==> src/rtl/afifo_rd_ctrl.sv <==
// Read-side controller for the asynchronous FIFO.
// Syncs the write pointer, tracks fill level and drives a FWFT output stage.
module afifo_rd_ctrl #(
    parameter int ADDR_W    = 4,
    parameter int PTR_W     = ADDR_W + 1,
    parameter int DATA_W    = 8,
    parameter int AE_THRESH = 2
) (
    input  logic              rclk,
    input  logic              rrst,
    input  logic [PTR_W-1:0]  wptr_gray_async,
    output logic [PTR_W-1:0]  rptr_gray,
    output logic              mem_ren,
    output logic [ADDR_W-1:0] mem_raddr,
    input  logic [DATA_W-1:0] mem_rdata,
    output logic [DATA_W-1:0] rd_data,
    output logic              rd_valid,
    input  logic              rd_ready,
    output logic [PTR_W-1:0]  rd_count,
    output logic              empty,
    output logic              almost_empty
);

    typedef enum logic [1:0] {
        ST_EMPTY = 2'd0,
        ST_FETCH = 2'd1,
        ST_HOLD  = 2'd2
    } state_t;

    localparam logic [PTR_W-1:0] AE_TH = PTR_W'(AE_THRESH);

    logic [PTR_W-1:0]  r_wq1;
    logic [PTR_W-1:0]  r_wq2;
    logic [PTR_W-1:0]  r_rbin;
    logic [PTR_W-1:0]  r_rptr_gray;
    logic [DATA_W-1:0] r_rd_data;
    logic              r_rd_valid;
    state_t            r_state;

    logic [PTR_W-1:0]  w_wbin;
    logic [PTR_W-1:0]  w_count;
    logic [PTR_W-1:0]  w_rbin_next;
    logic              w_has;
    logic              w_ren;

    // Two-flop synchronizer for the write-domain Gray pointer
    always_ff @(posedge rclk or posedge rrst) begin
        if (rrst) begin
            r_wq1 <= '0;
            r_wq2 <= '0;
        end else begin
            r_wq1 <= wptr_gray_async;
            r_wq2 <= r_wq1;
        end
    end

    // Gray to binary: each bit is the XOR of itself and all higher Gray bits
    always_comb begin
        w_wbin = '0;
        for (int i = 0; i < PTR_W; i++) begin
            w_wbin[i] = ^(r_wq2 >> i);
        end
    end

    assign w_count = w_wbin - r_rbin;
    assign w_has   = (w_count != '0);

    // Fetch request: first word from idle, or next word as the held one leaves
    always_comb begin
        w_ren = 1'b0;
        case (r_state)
            ST_EMPTY: w_ren = w_has;
            ST_HOLD:  w_ren = rd_ready && w_has;
            default:  w_ren = 1'b0;
        endcase
        if (rrst) begin
            w_ren = 1'b0;
        end
    end

    assign w_rbin_next = r_rbin + {{(PTR_W-1){1'b0}}, w_ren};

    // Read pointer and its Gray copy advance on every issued RAM read
    always_ff @(posedge rclk or posedge rrst) begin
        if (rrst) begin
            r_rbin      <= '0;
            r_rptr_gray <= '0;
        end else begin
            r_rbin      <= w_rbin_next;
            r_rptr_gray <= (w_rbin_next >> 1) ^ w_rbin_next;
        end
    end

    // Output FSM: EMPTY -> FETCH (capture RAM word) -> HOLD (offer to consumer)
    always_ff @(posedge rclk or posedge rrst) begin
        if (rrst) begin
            r_state    <= ST_EMPTY;
            r_rd_valid <= 1'b0;
            r_rd_data  <= '0;
        end else begin
            case (r_state)
                ST_EMPTY: begin
                    r_rd_valid <= 1'b0;
                    if (w_has) begin
                        r_state <= ST_FETCH;
                    end
                end
                ST_FETCH: begin
                    r_rd_data  <= mem_rdata;
                    r_rd_valid <= 1'b1;
                    r_state    <= ST_HOLD;
                end
                ST_HOLD: begin
                    if (rd_ready) begin
                        r_rd_valid <= 1'b0;
                        r_state    <= w_has ? ST_FETCH : ST_EMPTY;
                    end
                end
                default: begin
                    r_rd_valid <= 1'b0;
                    r_state    <= ST_EMPTY;
                end
            endcase
        end
    end

    assign rptr_gray    = r_rptr_gray;
    assign mem_ren      = w_ren;
    assign mem_raddr    = r_rbin[ADDR_W-1:0];
    assign rd_data      = r_rd_data;
    assign rd_valid     = r_rd_valid;
    assign rd_count     = w_count;
    assign empty        = (w_count == '0);
    assign almost_empty = (w_count <= AE_TH);

endmodule

==> config.mk <==
export PLATFORM = sky130hd
export DESIGN_NAME = afifo_rd_ctrl
export DESIGN_NICKNAME = d
export VERILOG_FILES = /design/src/rtl/afifo_rd_ctrl.sv
export SDC_FILE = /design/constraint.sdc
export NUM_CORES = 1
export LEC_CHECK = 0
export ABC_AREA = 1
export CAP_MARGIN = 25
export CORE_MARGIN = 5
export CORE_UTILIZATION = 40
export CTS_CLUSTER_SIZE = 16
export DETAILED_ROUTE_END_ITERATION = 10
export MAX_ROUTING_LAYER = met4
export PLACE_DENSITY_LB_ADDON = 0.25
export SYNTH_ARGS = -nofsm -noshare
export SYNTH_HDL_FRONTEND = slang
export SYNTH_SLANG_ARGS = --single-unit
==> constraint.sdc <==
create_clock -name rclk -period 3.4 [get_ports rclk]
set_input_delay 0.68 -clock rclk [delete_from_list [all_inputs] [get_ports rclk]]
set_output_delay 0.68 -clock rclk [all_outputs]
set_load 0.1 [all_outputs]
==> qor.txt <==
Clock Latency Late Sink -> 300 ps
first-pass GRT wire length -> 4610 um
Final #Nets -> 185
diode count -> 0
CTS tree -> done
minimum clock period -> 3550 ps
clock slew at reported path FFs -> 80 ps
Starting DRT DRC Count -> 55
Hold Path Origin -> r_wq1[1]
Worst slew margin -> 0.334
DP Area -> 1850 sq um
final non-filler cell total -> 207
CP startpoint kind -> flip-flop
Worst setup EP type -> output port
max-capacitance violation count -> 0
Clock Sinks -> 30
Hold Fails Final Rpt -> 0
largest net degree at the start of global routing -> 20
placed cell count -> 192
synthesized area -> 1260 sq um
Initial Utilization -> 0.414
initial antenna violation count -> 0
die area -> 4380 sq um
Hold Buf Count CTS -> 0
Slew @ Worst Pin -> 996 ps
post-synthesis sequential area ratio -> 0.595
reg2reg start -> r_wq2[4]
routed via count -> 922
layout cell share with drive strength beyond 1 -> 0.362
Post-DRT Antenna Nets -> 0
core area -> 3050 sq um
Placer Congestion -> 0.845
row count -> 20
worst-path fanout max -> 2
total wire length -> 2910 um
Chip Height -> 66.2 um
fin crit share -> 1.04
Max Fclk -> 282 MHz
H-Tree Depth -> 2
Yosys warnings -> 0
I/O Buffers -> 41
Clock Path Buffers -> 2
crit path kind -> reg2out
setup TNS -> -327 ps
DR pass1 iterations -> 4
RSZ-0062 raised after global routing -> true
Final Setup Violations -> 3
CP required -> 2720 ps
CTS Buf Count -> 5
vias in the first global route -> 987
Via density -> 4.45
clk_skew -> 10.1 ps
WL per Instance -> 14.1 um
status -> finished with violations
clock root cell -> clkbuf_4
GR Overflow Total -> 0
# IOs -> 42
Layout Area Growth over Synthesis -> 58.9%
Hold Crit Class -> reg2reg
Net Count, Synth -> 129
Synth Register Bits -> 30
Slew Viols, Final -> 0
Die X -> 66.2 um
dpl hpwl -> 2080 um
worst setup path start -> r_wq2[4]
violated checks -> negative setup slack
post-synthesis cell count -> 106
Distinct cells, synth -> 13
Syn Area/Cell -> 11.9 sq um
worst hold-check slack -> 354 ps
Worst Slack Setup Final -> -150 ps
drc violations -> 0
Final Cell Area -> 2010 sq um
CP arrival -> 2870 ps
GRT Util Overall -> 0.144
-- cell usage after synthesis, drive strengths merged --
cell   count  area [sq um]
nand4      1          6.26
nor2       3          11.3
ha         6          75.1
a21oi      4          20.0
xor2      12           120
inv       18          67.6
dfrtp     30           751
xnor2      1          8.76
mux2       8          90.1
nand3      8          40.0
nand2     14          52.6
fa         1          20.0
-- kinds of logic after synthesis --
family,share of synthesized area
flip-flops,0.595
AND/OR/NAND/NOR,0.0872
buffers and inverters,0.0535
XOR/XNOR,0.102
multiplexers,0.0714
adder cells (fa/ha/maj),0.0753
AO/OA/AOI/OAI,0.0159
-- layout make-up --
cell class / instances / area (sq um)
fill: 239 / 1050
clock inverter: 1 / 5.00
clock buffer: 7 / 55.1
inverter: 18 / 70.1
sequential: 30 / 753
multi-input combinational: 58 / 544
timing repair buffer: 49 / 523
tap: 44 / 55.1
-- state kept, by name, indices dropped and copies added, names as in the netlist --
name / flops
rd_data: 8
r_rbin: 5
r_wq1: 5
r_wq2: 5
rptr_gray: 4
r_state: 2
rd_valid: 1
-- timing repair --
action | CTS | global route
pin swaps | 4 | 6
endpoints found under the setup margin | 3 | 3
setup buffers | 2 | 5
resized for setup | 3 | 7
-- stage by stage --
step / util / setup slack [ps]
floorplan: - / -454
global route: 0.657 / -279
finish: 0.657 / -150
detailed placement: 0.605 / 220
CTS: 0.636 / 8.12
global placement: 0.605 / 293
-- final timing paths --
kind / cells after the start / end / slack [ps]
setup / recovery: 15 / mem_ren / -150
min in group asynchronous: 2 / rd_valid / 890
setup reg to reg: 19 / rptr_gray[2] / 50
max in group asynchronous: 3 / r_rbin[1] / 1870
hold reg to reg: 0 / r_wq2[1] / 350
hold / removal: 0 / r_wq2[1] / 350
-- worst max-delay path, stage by stage, from the launching register on --
cell	delay, ps
dfrtp_1	430
xor2_2	220
xor2_2	200
xor2_1	160
inv_1	80
ha_2	170
inv_2	50
fa_2	370
nand3_2	110
nand2_1	60
nand2_1	90
nand2_2	60
nand4_1	120
nand2_2	100
nor2_4	160
buf_12	190
-- layout by cell type, fill, tap and decap left out, types with 2 or more instances in the layout --
| master | netlist | layout |
|---|---|---|
| nand2_2 | 0 | 3 |
| mux2_2 | 8 | 8 |
| nand3_1 | 8 | 5 |
| buf_4 | 0 | 15 |
| dfrtp_1 | 30 | 28 |
| dfrtp_2 | 0 | 2 |
| ha_1 | 6 | 3 |
| xor2_2 | 2 | 3 |
| clkdlybuf4s50_1 | 0 | 27 |
| xor2_1 | 10 | 8 |
| buf_12 | 0 | 7 |
| clkbuf_4 | 0 | 5 |
| ha_4 | 0 | 2 |
| a21oi_1 | 4 | 3 |
| nand3_2 | 0 | 3 |
| inv_1 | 18 | 16 |
| nand2_1 | 14 | 11 |
-- metal layers --
layer | track usage | routed length, um | up-vias
met5 | - | 0 | -
met4 | 0.0533 | 23 | 0
met3 | 0.0357 | 111 | 2
met2 | 0.257 | 1670 | 19
met1 | 0.152 | 1110 | 464
li1 | - | - | 437
Power is left out: the tool's default activity adds up to more than one toggle a clock period on the data nets, which glitch-free logic cannot reach.
